[src/rtl/complex_mult_scoreboard.sv]
// rtl/complex_mult_scoreboard.sv - complex multiplier scoreboard: predicts, queues and checks results
module complex_mult_scoreboard #(
  parameter int DATA_WIDTH = 8,
  parameter int DEPTH      = 8,
  parameter int SIGNED     = 1,
  parameter int CNT_WIDTH  = 16
) (
  input  logic                          clk,
  input  logic                          rstn,
  input  logic                          sw_rst,
  input  logic                          op_val,
  input  logic                          op_ready,
  input  logic [4*DATA_WIDTH-1:0]       op_data,
  input  logic                          res_val,
  input  logic                          res_ready,
  input  logic [4*DATA_WIDTH+2:0]       res_data,
  output logic [CNT_WIDTH-1:0]          pass_cnt,
  output logic [CNT_WIDTH-1:0]          fail_cnt,
  output logic [$clog2(DEPTH):0]        pending,
  output logic                          mismatch,
  output logic                          err_sticky,
  output logic                          ovf_sticky,
  output logic                          udf_sticky,
  output logic [CNT_WIDTH-1:0]          first_fail_idx
);

  localparam int DW = DATA_WIDTH;
  localparam int PW = 2 * DATA_WIDTH;
  localparam int AW = $clog2(DEPTH);
  localparam int CW = AW + 1;

  logic [2*PW-1:0]      mem [DEPTH];
  logic [AW-1:0]        wr_ptr;
  logic [AW-1:0]        rd_ptr;
  logic [CW-1:0]        count;
  logic                 push, pop, fifo_full, fifo_empty;
  logic                 do_push, do_pop, ovf_evt, udf_evt;
  logic                 is_pass, is_fail;
  logic [2*PW-1:0]      head;
  logic [CNT_WIDTH-1:0] txn_idx;
  logic                 unused_res_tag;

  function automatic logic [PW-1:0] ext(input logic [DW-1:0] x);
    if (SIGNED != 0) return {{DW{x[DW-1]}}, x};
    else             return {{DW{1'b0}}, x};
  endfunction

  // Low 2*DW bits of the product of extended operands equal the true product mod 2^(2*DW)
  function automatic logic [2*PW-1:0] predict(input logic [4*DW-1:0] op);
    logic [PW-1:0] ar, ai, br, bi, re, im;
    ar = ext(op[4*DW-1:3*DW]);
    ai = ext(op[3*DW-1:2*DW]);
    br = ext(op[2*DW-1:DW]);
    bi = ext(op[DW-1:0]);
    re = ar * br - ai * bi;
    im = ar * bi + ai * br;
    return {re, im};
  endfunction

  assign push       = op_val & op_ready;
  assign pop        = res_val & res_ready;
  assign fifo_full  = (count == CW'(DEPTH));
  assign fifo_empty = (count == '0);
  assign do_pop     = pop & ~fifo_empty;
  assign do_push    = push & (~fifo_full | do_pop);
  assign ovf_evt    = push & fifo_full & ~pop;
  assign udf_evt    = pop & fifo_empty;

  // Head is read before the same-edge write, so full push+pop compares the old entry
  assign head    = mem[rd_ptr];
  assign is_pass = do_pop & (head == res_data[4*DW-1:0]);
  assign is_fail = do_pop & (head != res_data[4*DW-1:0]);
  assign txn_idx = pass_cnt + fail_cnt;
  assign pending = count;

  assign unused_res_tag = ^res_data[4*DW+2:4*DW];

  always_ff @(posedge clk) begin
    if (do_push && !sw_rst) mem[wr_ptr] <= predict(op_data);
  end

  always_ff @(posedge clk or negedge rstn) begin
    if (!rstn) begin
      wr_ptr         <= '0;
      rd_ptr         <= '0;
      count          <= '0;
      pass_cnt       <= '0;
      fail_cnt       <= '0;
      mismatch       <= 1'b0;
      err_sticky     <= 1'b0;
      ovf_sticky     <= 1'b0;
      udf_sticky     <= 1'b0;
      first_fail_idx <= '0;
    end else if (sw_rst) begin
      wr_ptr         <= '0;
      rd_ptr         <= '0;
      count          <= '0;
      pass_cnt       <= '0;
      fail_cnt       <= '0;
      mismatch       <= 1'b0;
      err_sticky     <= 1'b0;
      ovf_sticky     <= 1'b0;
      udf_sticky     <= 1'b0;
      first_fail_idx <= '0;
    end else begin
      if (do_push) wr_ptr <= wr_ptr + 1'b1;
      if (do_pop)  rd_ptr <= rd_ptr + 1'b1;
      count    <= count + CW'(do_push) - CW'(do_pop);
      mismatch <= is_fail;
      if (is_pass && pass_cnt != '1) pass_cnt <= pass_cnt + 1'b1;
      if (is_fail && fail_cnt != '1) fail_cnt <= fail_cnt + 1'b1;
      if (is_fail) begin
        err_sticky <= 1'b1;
        if (!err_sticky) first_fail_idx <= txn_idx;
      end
      if (ovf_evt) ovf_sticky <= 1'b1;
      if (udf_evt) udf_sticky <= 1'b1;
    end
  end

endmodule
[config.mk]
export PLATFORM = sky130hd
export DESIGN_NAME = complex_mult_scoreboard
export DESIGN_NICKNAME = d
export VERILOG_FILES = /design/src/rtl/complex_mult_scoreboard.sv
export SDC_FILE = /design/constraint.sdc
export NUM_CORES = 1
export LEC_CHECK = 0
export ABC_CLOCK_PERIOD_IN_PS = 6100
export CAP_MARGIN = 20
export CORE_ASPECT_RATIO = 1.4
export CORE_MARGIN = 8
export CORE_UTILIZATION = 35
export CTS_CLUSTER_SIZE = 12
export DETAILED_ROUTE_END_ITERATION = 12
export SLEW_MARGIN = 20
export SYNTH_ARGS = -nofsm -noshare
export SYNTH_HDL_FRONTEND = slang
export SYNTH_SLANG_ARGS = --single-unit
export TNS_END_PERCENT = 30
[constraint.sdc]
create_clock -name clk -period 6.1 [get_ports clk]
set_input_delay 0.915 -clock clk [delete_from_list [all_inputs] [get_ports clk]]
set_output_delay 0.915 -clock clk [all_outputs]
set_load 0.005 [all_outputs]
-- Word level (Yosys, flattened, before mapping)
Memories as Yosys holds them, arrays and structs flattened.
Cells that the tools add are included.
- $add $sub $neg: 9
- mux-type cells: 25
- bitwise logic cells: 13
- reductions and logical operators: 13
- multiply operators: 4
- eq/ne operators: 6
- operators by type and width (kind ; count):
    two-way mux 16 bit ; 11
    multiplier 16 x 16 -> 16 bit ; 4
    adder 16 x 1 -> 16 bit (second input constant) ; 2
    adder 16 bit ; 2
    == test 32 bit ; 1
    != test 16 bit (second input constant) ; 2
    != test 32 bit ; 1
    subtractor 16 bit ; 1
    nonzero test 2 bit ; 7
    two-way mux 3 bit ; 4
    bitwise AND 1 bit ; 9
    two-way mux 1 bit ; 9
    adder 3 x 1 -> 3 bit (second input constant) ; 2
    adder 4 x 1 -> 4 bit ; 1
    == test 4 bit (second input constant) ; 1
    zero test 4 bit ; 1
    two-way mux 4 bit ; 1
    subtractor 4 x 1 -> 4 bit ; 1
    logical AND 1 bit ; 3
    NOT 1 bit ; 3
    != test 2 bit (second input constant) ; 1
    AND reduction 2 bit ; 1
    zero test 1 bit ; 1
    bitwise OR 1 bit ; 1
- memories kept: 1
- memory bits (writable): 256
- input bits: 74
- output and inout port bits: 56
- word-level logic and storage cells: 81
- register bits after elaboration: 62
- memory list (name ; depth ; width ; read ports ; clocked after Yosys merged registers in ; write ports ; RTL line ; RTL):
    mem ; 8 ; 32 ; 1 ; 0 ; 1 ; 32 ; logic [2*PW-1:0] mem [DEPTH];

-- Longest topological paths before layout
- depth in word-level cells: 9
- gate-level depth with buffers: 26
- mapped depth without buffers: 25

-- Worst setup path after synthesis
No wires, ideal clock.
- path type: input-to-reg
- start point: input port op_data[31]
- end point: memory mem[0][15] (netlist bit), data pin
- stages: 19
- arrival time: 6.618 ns
- buffers on the path: 1
- required time: 5.801 ns
- path slack: -0.817 ns
- cell sequence: clkbuf_1 nand2_1 inv_1 fa_1 fa_1 fa_1 inv_1 fa_1 fa_1 inv_1 fa_1 fa_1 fa_1 ha_1 a21o_1 o21ai_0 a21oi_1 o41ai_1 xnor2_1
- word-level cells in the longest chain between the ends: 3
- ends and longest elaborated chain (item ; RTL line ; RTL):
    from (decl) ; 13 ; input logic [4*DATA_WIDTH-1:0] op_data,
    two-way mux 16 bit ; 79 ; if (do_push && !sw_rst) mem[wr_ptr] <= predict(op_data);
    multiplier 16 x 16 -> 16 bit ; 56 ; im = ar * bi + ai * br;
    adder 16 bit ; 56 ;
    to (decl) ; 32 ;
No other way between the ends. The select of a mux whose other input is x is not followed.

-- Worst setup path after layout
- start point: input port op_data[31]
- end point: memory mem[5][15] (netlist bit), data pin
The elaborated chain is that of the path after synthesis.

==> out/qor.yml <==
final_layout:
  finalNetCount: 3328
  instances_no_fill: 3769
  mostFrequentLayoutCells: "inv_1 (393), fa_1 (297), edfxtp_1 (256)"
  layout_commonest_cell: "inv_1"
  multiInputGateArea_sq_um: 17000
  drive_gt1_share_pct: 22.6
  final_util_pct: 43.7
  area_growth_pct: 24.1
  regArea_sq_um: 9240
  fill_cells: 7183
  diodes: 0
cts:
  insertion_delay_ns: 0.57
  cts_root_buf: "clkbuf_16"
  cts_tree: "done"
  cts.reportedPaths.clkPinSlew_ns: 0.07
  numCtsBuffers: 30
  cts.sinks: 318
  cts_max_level: 1
  hold_buffers: 0
  clock_path_buffers: 3
floorplan:
  ios: 130
  design.die.area_sq_um: 87300
  core_sq_um: 77500
  num_rows: 121
  fp.dieH_microns: 346
  start_util_pct: 35.2
  die_w_microns: 252
logic_synthesis:
  ys.flop_type: "edfxtp_1"
  synthesis.area_sq_um: 27300
  synth.distinct_cells: 60
  synth_seq_cells: 318
  seq_area_frac_synth_pct: 33.8
  yosysWarnings: 0
  syn_area_per_cell_sq_um: 11.7
  async_flop_share_pct: 19.5
  yosys-top-cells-area: "edfxtp_1 (28%), fa_1 (25%), ha_1 (9.4%), inv_1 (5.9%), dfrtp_1 (5.7%)"
  synth_edf_count: 256
  synthDominantCellAreaShare_pct: 28.2
  synthCells: 2335
  postSynthNetCount: 2953
  yosys.area.top_type: "edfxtp_1"
drt:
  routed_via_density: 4.89
  vias: 18439
  ant_nets: 0
  post_drt_wl_per_cell_microns: 19.0
  drt_iter0_drc: 734
  drc: 0
  first_pass_iters: 4
  routed_wl_microns: 71700
timing:
  fmax_mhz: 155
  slew_viol_final: 0
  rsz0062_at_grt: "yes"
  worst_pin_slew_ns: 1.11
  min_period_ns: 6.45
  slew_headroom_pct: 25.6
  finalSetupViolations: 80
  skew_ns: 0.0347
  timing.final.ws_setup_ns: -0.350
  fin_crit_sh_pct: 106
  final_hold_viol_count: 0
  setup_tns_ns: -15.03
outcome:
  violations: "negative setup slack"
  status: "complete, but fails checks"
critical_path:
  crit_chain: "buf_8 > buf_12 > buf_4 > and2_4 > fa_1 > fa_1 > fa_1 > fa_1 > inv_1 > fa_1 > fa_1 > inv_1 > fa_1 > fa_2 > xnor2_2 > xnor2_2 > xnor2_2 > xnor2_1 > xnor2_1 > xnor2_2 > xnor2_2 > buf_6"
  crit_required_ns: 6.43
  end_kind: "flip-flop"
  cp.arrival_ns: 6.78
  rrSetupSlack_ns: 1.72
  slowest_delay_ns: 0.52
  crit_path_start_kind: "primary input"
  critPathKind: "in2reg"
  crit_top_cell: "fa_1"
  r2r-start: "rd_ptr[1]"
  reg2reg_depth: 9
  crit_fanout: 8
  cpMaxStageDelayCell: "fa_1"
  r2r-end: "pass_cnt[8]"
place:
  dp_hpwl_microns: 55100
  io_buffers: 126
  place.gp.congestion: 0.925
  pre_cts_slack_ns: -1.59
  dpl.cell_count: 3666
global_route:
  track_usage_pct: 16.4
  grt-ovfl-total: 0
  antenna_found_initial: 1
  grt_pass1_vias: 20490
  grt_max_degree: 67
  grt_pass1_wl_microns: 113000
run:
  max_cap_violations: 0
min_path:
  min_from: "udf_sticky"
  hold_depth: 2
  hold_class: "reg2reg"
  min_to: "udf_sticky"
worst max path at each step:
stage                           start          to  slack [ns]  depth (start not counted)
after floorplan           op_data[31]  mem[0][15]       -0.46                         20
after global placement    op_data[29]  mem[0][15]       -1.43                         21
after detailed placement   op_data[4]  mem[5][30]       -1.59                         18
after CTS                 op_data[26]  mem[3][29]       -0.35                         23
after global routing      op_data[31]  mem[1][15]       -0.48                         23
final                     op_data[31]  mem[5][15]       -0.35                         22
synthesized netlist by cell type, drive strengths merged, types with 9 or more instances:
cell,instances
clkbuf,55
edfxtp,256
nor4,9
fa,338
and3,21
nand3,23
o21ai,45
nor2b,22
inv,426
xnor2,105
nand2,161
mux2,12
nand4,16
mux2i,84
a21oi,63
ha,206
or3,18
a22oi,33
a21o,10
o21a,10
nor3,16
nor2,59
buf,26
mux4,32
and2,135
xor2,17
dfrtp,62
cells by family (layout without fill, tap and decap cells):
family | Yosys count | in the layout | share of synthesized area, %
XOR/XNOR | 122 | 122 | 3.91
flip-flops | 318 | 318 | 33.8
AND/OR/NAND/NOR | 505 | 505 | 9.51
multiplexers | 128 | 128 | 6.21
adder cells (fa/ha/maj) | 544 | 544 | 34.2
AO/OA/AOI/OAI | 211 | 211 | 4.93
buffers and inverters | 507 | 896 | 7.37
area by class of cell:
type | count | area share, %
multi-input cells | 1510 | 50.3
flip-flops and latches | 318 | 27.3
repair buffers | 424 | 11.4
inverters | 426 | 4.73
well taps | 1045 | 3.86
clock buffers | 44 | 2.37
clock inverters | 2 | 0.0628
sequential cells by signal (all words and copies together), names as in the netlist:
register and count:
pass_cnt 16, wr_ptr 3, mem 256, ovf_sticky 1, first_fail_idx 16, rd_ptr 3, mismatch 1, udf_sticky 1
err_sticky 1, fail_cnt 16, pending 4
critical path, delay by kind of cell:
family / cells / cell delay, ns
fa+ha+maj: 8 / 3.80
simple gates: 1 / 0.15
buf+inv: 6 / 0.66
xor+xnor: 7 / 1.22
through the flow:
step                      instance area [sq um]  hold WS (ns)
after floorplan                           27700         0.486
after global placement                    31800         0.482
after detailed placement                  31800         0.500
after CTS                                 33700         0.517
after global routing                      33900         0.580
final                                     33900         0.515
metal layers:
metal	global-route usage, %	part of all wire (%)
met1	18.6	38
met5	0	0.024
met3	1.33	3.5
met2	31.6	55
met4	5.62	3.4
repair_timing:
action / 4_1_cts / 5_1_grt
pin swaps: 123 / 62
gates cloned: 7 / 0
endpoints found under the hold margin: 0 / 0
resized for setup: 267 / 70
endpoints found under the setup margin: 152 / 136
setup buffers: 50 / 14
Power is not shown: default switching activity piles up to over one toggle a cycle in this logic, so the estimate is an artifact.
